`config.mk`:
```
export PLATFORM = sky130hd
export DESIGN_NAME = sprite_mem_loader
export DESIGN_NICKNAME = d
export VERILOG_FILES = /design/src/rtl/sprite_mem_loader.sv
export SDC_FILE = /design/constraint.sdc
export NUM_CORES = 1
export LEC_CHECK = 0
export ABC_AREA = 1
export CORE_MARGIN = 1.5
export CORE_UTILIZATION = 53
export DETAILED_ROUTE_END_ITERATION = 7
export GPL_ROUTABILITY_DRIVEN = 0
export PLACE_DENSITY = 0.81
export SLEW_MARGIN = 40
export SYNTH_ARGS = -nofsm -noshare
export SYNTH_HDL_FRONTEND = slang
export SYNTH_SLANG_ARGS = --single-unit
```
`constraint.sdc`:
```
create_clock -name Clk -period 2.8 [get_ports Clk]
set_clock_uncertainty 0.1 [all_clocks]
set_input_delay 0.28 -clock Clk [delete_from_list [all_inputs] [get_ports Clk]]
set_output_delay 0.28 -clock Clk [all_outputs]
set_load 0.02 [all_outputs]
```
`src/rtl/sprite_mem_loader.sv`:
```
// sprite_mem_loader: unpacks a byte stream of 4-bit palette indices into sequential sprite RAM writes.
// Optional feature macro: SPRITE_LOADER_CHECKSUM_EN enables the running 8-bit checksum of written pixels.
module sprite_mem_loader #(
    parameter int ADDR_W = 19,
    parameter int DEPTH  = 484,
    parameter int PIX_W  = 4
) (
    input  logic              Clk,
    input  logic              Reset_n,
    input  logic              start,
    input  logic [ADDR_W-1:0] base_addr,
    input  logic [ADDR_W-1:0] pix_count,
    input  logic [7:0]        in_data,
    input  logic              in_valid,
    output logic              in_ready,
    output logic              we,
    output logic [ADDR_W-1:0] write_address,
    output logic [PIX_W-1:0]  data_In,
    output logic              busy,
    output logic              done,
    output logic              error,
    output logic [7:0]        checksum
);
    typedef enum logic [1:0] {IDLE, RECV, WR_LO, WR_HI} state_t;
    localparam logic [ADDR_W:0] LIMIT = (ADDR_W+1)'(DEPTH);

    state_t            state_q, state_d;
    logic [ADDR_W-1:0] ptr_q, ptr_d, rem_q, rem_d, addr_q, addr_d;
    logic [7:0]        byte_q, byte_d;
    logic [PIX_W-1:0]  data_q, data_d;
    logic              in_ready_q, in_ready_d, we_q, we_d, busy_q, busy_d;
    logic              done_q, done_d, error_q, error_d;
    logic              range_err, start_ok, xfer, in_wr, last;

    // The sum is one bit wider than the address so a range overflow cannot wrap.
    assign range_err = ({1'b0, base_addr} + {1'b0, pix_count}) > LIMIT;
    assign start_ok  = state_q == IDLE && start && !range_err;
    assign xfer      = state_q == RECV && in_valid && in_ready_q;
    assign in_wr     = state_q == WR_LO || state_q == WR_HI;
    assign last      = rem_q == ADDR_W'(1);

    always_ff @(posedge Clk or negedge Reset_n) begin
        if (!Reset_n) begin
            state_q    <= IDLE;
            ptr_q      <= '0;
            rem_q      <= '0;
            addr_q     <= '0;
            byte_q     <= '0;
            data_q     <= '0;
            in_ready_q <= 1'b0;
            we_q       <= 1'b0;
            busy_q     <= 1'b0;
            done_q     <= 1'b0;
            error_q    <= 1'b0;
        end else begin
            state_q    <= state_d;
            ptr_q      <= ptr_d;
            rem_q      <= rem_d;
            addr_q     <= addr_d;
            byte_q     <= byte_d;
            data_q     <= data_d;
            in_ready_q <= in_ready_d;
            we_q       <= we_d;
            busy_q     <= busy_d;
            done_q     <= done_d;
            error_q    <= error_d;
        end
    end

    always_comb begin
        state_d = state_q;
        case (state_q)
            IDLE:  state_d = (start_ok && pix_count != '0) ? RECV : IDLE;
            RECV:  state_d = xfer ? WR_LO : RECV;
            WR_LO: state_d = last ? IDLE : WR_HI;
            WR_HI: state_d = last ? IDLE : RECV;
            default: state_d = IDLE;
        endcase
    end

    always_comb begin
        ptr_d      = start_ok ? base_addr : (in_wr ? ptr_q + ADDR_W'(1) : ptr_q);
        rem_d      = start_ok ? pix_count : (in_wr ? rem_q - ADDR_W'(1) : rem_q);
        byte_d     = xfer ? in_data : byte_q;
        addr_d     = xfer ? ptr_q : ((state_q == WR_LO && !last) ? ptr_q + ADDR_W'(1) : addr_q);
        data_d     = xfer ? in_data[3:0] : ((state_q == WR_LO && !last) ? byte_q[7:4] : data_q);
        in_ready_d = state_d == RECV;
        we_d       = state_d == WR_LO || state_d == WR_HI;
        busy_d     = state_d != IDLE;
        done_d     = (start_ok && pix_count == '0) || (in_wr && last);
        error_d    = state_q == IDLE && start && range_err;
    end

    assign in_ready      = in_ready_q;
    assign we            = we_q;
    assign write_address = addr_q;
    assign data_In       = data_q;
    assign busy          = busy_q;
    assign done          = done_q;
    assign error         = error_q;

`ifdef SPRITE_LOADER_CHECKSUM_EN
    logic [7:0] cks_q, cks_d;

    always_comb cks_d = start_ok ? 8'h00 : cks_q + (we_q ? 8'(data_q) : 8'h00);

    always_ff @(posedge Clk or negedge Reset_n) begin
        if (!Reset_n) cks_q <= 8'h00;
        else          cks_q <= cks_d;
    end

    assign checksum = cks_q;
`else
    assign checksum = 8'h00;
`endif
endmodule

```
==> out/qor.csv <==
stage,metric,value,unit
synth,muxShareOfSynthArea,0,
grt,grt_pass1_wl,27.03,mm
detailed_routing,dr.pass1.iters,6,
pwr,total_power,5.220,mW
detailed_routing,post_drt_via_cell_ratio,5.797,
detailed_routing,num_vias,6191,
pwr,combPwrFrac,0.494,
pwr,switchingPower,2.268,mW
critical_path,startpoint_type,primary input,
synth,ys_warn_count,0,
clock_tree,clock_tree.buffer_depth,2,
synth,netlist.area_leader.share,0.3425,
grt,grtUsageTotal,0.3329,
place,hpwlAfterDp,12.65,mm
synth,syn_inst,779,
critical_path,reg2reg_slack,0.30,ns
layout,fin_util,0.7584,
timing,rsz0062_at_grt,yes,
timing,finalHoldViolCount,0,
layout,layout-drive-gt1-share,0.1711,
synth,synth.area.top_cells,"dfrtp_1 (34%), nand2_1 (15%), nand3_1 (14%)",
floorplan,row_count,36,
detailed_routing,drt_iter0_drc,595,
run,maxCapViolCount,0,
floorplan,coreArea,0.009684,mm2
clock_tree,clkLatencyLatePin,0.36,ns
pwr,share_seq_of_total_power,0.322,
synth,synth_compound_area_frac,0.06541,
synth,synth-simple-area-share,0.3941,
synth,synthArstFlopShare,1.000,
synth,yosys-top-cells-count,"nand2_1 (207), nand3_1 (151), inv_1 (82)",
synth,postSynthAreaPerCell,6.752,um2
place,port_buffers,77,
timing,tightest_slew,0.5056,ns
min_path,min_path_type,primary input to flip-flop,
synth,seq_area_frac_synth,0.3425,
timing,relSlewSlack,0.6629,
pwr,ir_worst_vdd,587.4,uV
synth,synth_fa_ha_area_frac,0.05614,
timing,drv_slew,0,
clock_tree,cts.clk_slew.worst_paths,0.07,ns
grt,grt-ovfl-total,0,
synth,synth_top_family_by_area,simple AND/OR/NAND/NOR gates,
layout,nets,1003,
synth,synth_edf_count,0,
critical_path,rr_endpoint,write_address[0]$_DFFE_PN0P_,
place,dpl_worst_slack,-0.4349,ns
timing,min_period_over_period,1.038,
grt,grt_antenna_before_repair,0,
clock_tree,cts-buffers-inserted,9,
critical_path,timing.rr.start,rem_q[12]$_DFFE_PN0P_,
critical_path,worst_setup_path_end_kind,flip-flop,
clock_tree,cts_tree,yes,
floorplan,die_y,102.6,um
detailed_routing,drcViolationCount,0,
pwr,p_int,2.952,mW
pwr,switching_share,0.4345,
floorplan,num_io_pins,86,
min_path,min_path_cells,4,
critical_path,crit_fanout,19,
min_path,hold_end,ptr_q[0]$_DFFE_PN0P_,
synth,synth-main-ff-cell,dfrtp_1,
timing,worst_slack,-0.1075,ns
timing,finalCriticalPeriod,2.908,ns
critical_path,cp.arrival,3.03,ns
clock_tree,cts_max_level,3,
synth,synthXorXnorAreaFrac,0.04662,
synth,synthDistinctLibCells,34,
floorplan,die_width,102.6,um
layout,diodes,0,
outcome,violations,setup timing,
detailed_routing,routedWlPerCell,17.08,um
pwr,leakage,3.731,nW
floorplan,start_util,0.5432,
synth,netlist_area,0.005260,mm2
grt,grt_pass1_vias,5717,
grt,grt_start_max_net_pins,46,
critical_path,critPathKind,primary input to flip-flop,
detailed_routing,totalWireLength,18.24,mm
synth,yosysMostFrequentCell,nand2_1,
pwr,power_density,710.8,mW/mm2
clock_tree,cts_sinks,72,
floorplan,dieArea,0.01053,mm2
clock_tree,clock-root-buffer,clkbuf_8,
synth,synth-seq-cells,72,
layout,area_delta_synth_final,39.63,%
critical_path,r2r_cells,11,
layout,fill_cells,682,
min_path,min_from,base_addr[0],
synth,synth_top_area_cell,dfrtp_1,
timing,setup_violations,9,
outcome,status,"complete, but fails checks",
detailed_routing,drtAntennaViolNets,0,
critical_path,worstPathRequired,2.92,ns
pwr,clkPwrFrac,0.184,
timing,max_freq,0.3439,GHz
per-stage QoR:
| stage | area (um2) | std cells | setup TNS (ns) | hold slack [ns] |
|---|---|---|---|---|
| floorplan | 5286 | 786 | 0 | -0.1156 |
| global placement | 6670 | 1043 | -9.909 | 0.1679 |
| detailed placement | 6670 | 1043 | -17.32 | 0.1798 |
| CTS | 7000 | 1064 | 0 | 0.3279 |
| global route | 7345 | 1068 | -1.945 | 0.2072 |
| finish | 7345 | 1068 | -0.1823 | 0.2012 |
layout make-up:
cell class | count | area (um2) | share of cell area
multi-input combinational | 595 | 3254 | 0.4431
sequential | 72 | 1802 | 0.2453
timing repair buffer | 168 | 1579 | 0.2150
inverter | 84 | 315.3 | 0.04293
tap | 133 | 166.4 | 0.02266
clock buffer | 10 | 137.6 | 0.01874
clock inverter | 6 | 90.09 | 0.01227
critical path: stages:
cell and delay [ns]:
clkdlybuf4s50_1 0.45, ha_1 0.36, nand2_1 0.09, inv_1 0.07, nand3_1 0.12, nor3_1 0.28, nand2_2 0.12, nand3_2 0.09
nand2_1 0.08, nor2_2 0.17, inv_1 0.09, nor2_2 0.12, nand3_2 0.14, buf_6 0.18, buf_16 0.15, nand3_1 0.11
nand3_1 0.12
layout by cell type (no fill, tap or decap), types with 2 or more instances in the layout:
cell type and n:
a21o_1 2, nand3_1 140, nor3_1 15, xor2_1 19, nand4_1 8, a21oi_1 18
o21ai_0 12, a21oi_2 2, nand3b_1 7, dlymetal6s2s_1 20, a31oi_1 5, bufinv_16 2
nor3_2 3, inv_6 2, dfrtp_1 72, nand3_2 11, o22ai_1 10, nand2_2 8
xnor2_1 9, nor2_2 6, conb_1 8, inv_2 3, clkdlybuf4s50_1 56, ha_4 11
or2_2 4, ha_1 10, inv_1 80, buf_6 4, o211ai_1 6, nand2_1 199
clkbuf_8 10, buf_4 81, buf_2 2, nor2_1 72
power groups by stage:
| stage | Sequential (mW) | Combinational (mW) | Clock [mW] |
|---|---|---|---|
| 2_1_floorplan | 1.79 | 1.41 | 0 |
| 3_3_place_gp | 1.66 | 2.30 | 0 |
| 3_5_place_dp | 1.68 | 2.39 | 0 |
| 4_1_cts | 1.67 | 2.42 | 0.951 |
| 5_1_grt | 1.72 | 2.81 | 0.997 |
| 6_report | 1.68 | 2.58 | 0.958 |
state kept, by name, indices dropped and copies added, names as in the netlist:
signal,count
busy,1
byte_q,4
data_In,4
done,1
error,1
in_ready,1
ptr_q,19
rem_q,19
state_q,2
we,1
write_address,19
logic make-up after synthesis:
| group | count (synthesis) |
|---|---|
| DFF | 72 |
| buffers and inverters | 119 |
| adders and majority gates | 23 |
| and+or+nand+nor | 477 |
| xor gates and xnor gates | 28 |
| other | 1 |
| AOI/OAI and AO/OA | 59 |
routing by layer:
metal | track usage | wire, um
met1 | 0.4163 | 7113
met2 | 0.5451 | 8559
met3 | 0.05424 | 1504
met4 | 0.1949 | 1064
met5 | 0 | 0
how the worst max path moves through the flow:
stage / startpoint / to / slack, ns / cells past startpoint
2_1_floorplan: base_addr[0] / rem_q[16]$_DFFE_PN0P_ / 0.43 / 18
3_3_place_gp: base_addr[0] / ptr_q[17]$_DFFE_PN0P_ / -0.26 / 18
3_5_place_dp: base_addr[0] / ptr_q[17]$_DFFE_PN0P_ / -0.43 / 18
4_1_cts: base_addr[0] / rem_q[2]$_DFFE_PN0P_ / 0.01 / 20
5_1_grt: base_addr[15] / rem_q[3]$_DFFE_PN0P_ / -0.16 / 16
6_report: pix_count[13] / rem_q[3]$_DFFE_PN0P_ / -0.11 / 17
what timing repair did:
action	4_1_cts	5_1_grt
hold buffers	1	0
endpoints found under the hold margin	21	0
buffers inserted	2	3
pin swaps	0	11
cloned	2	1
gates resized for setup	7	68
endpoints found under the setup margin	40	43
Note: power is estimated with default switching activity, not from simulation.
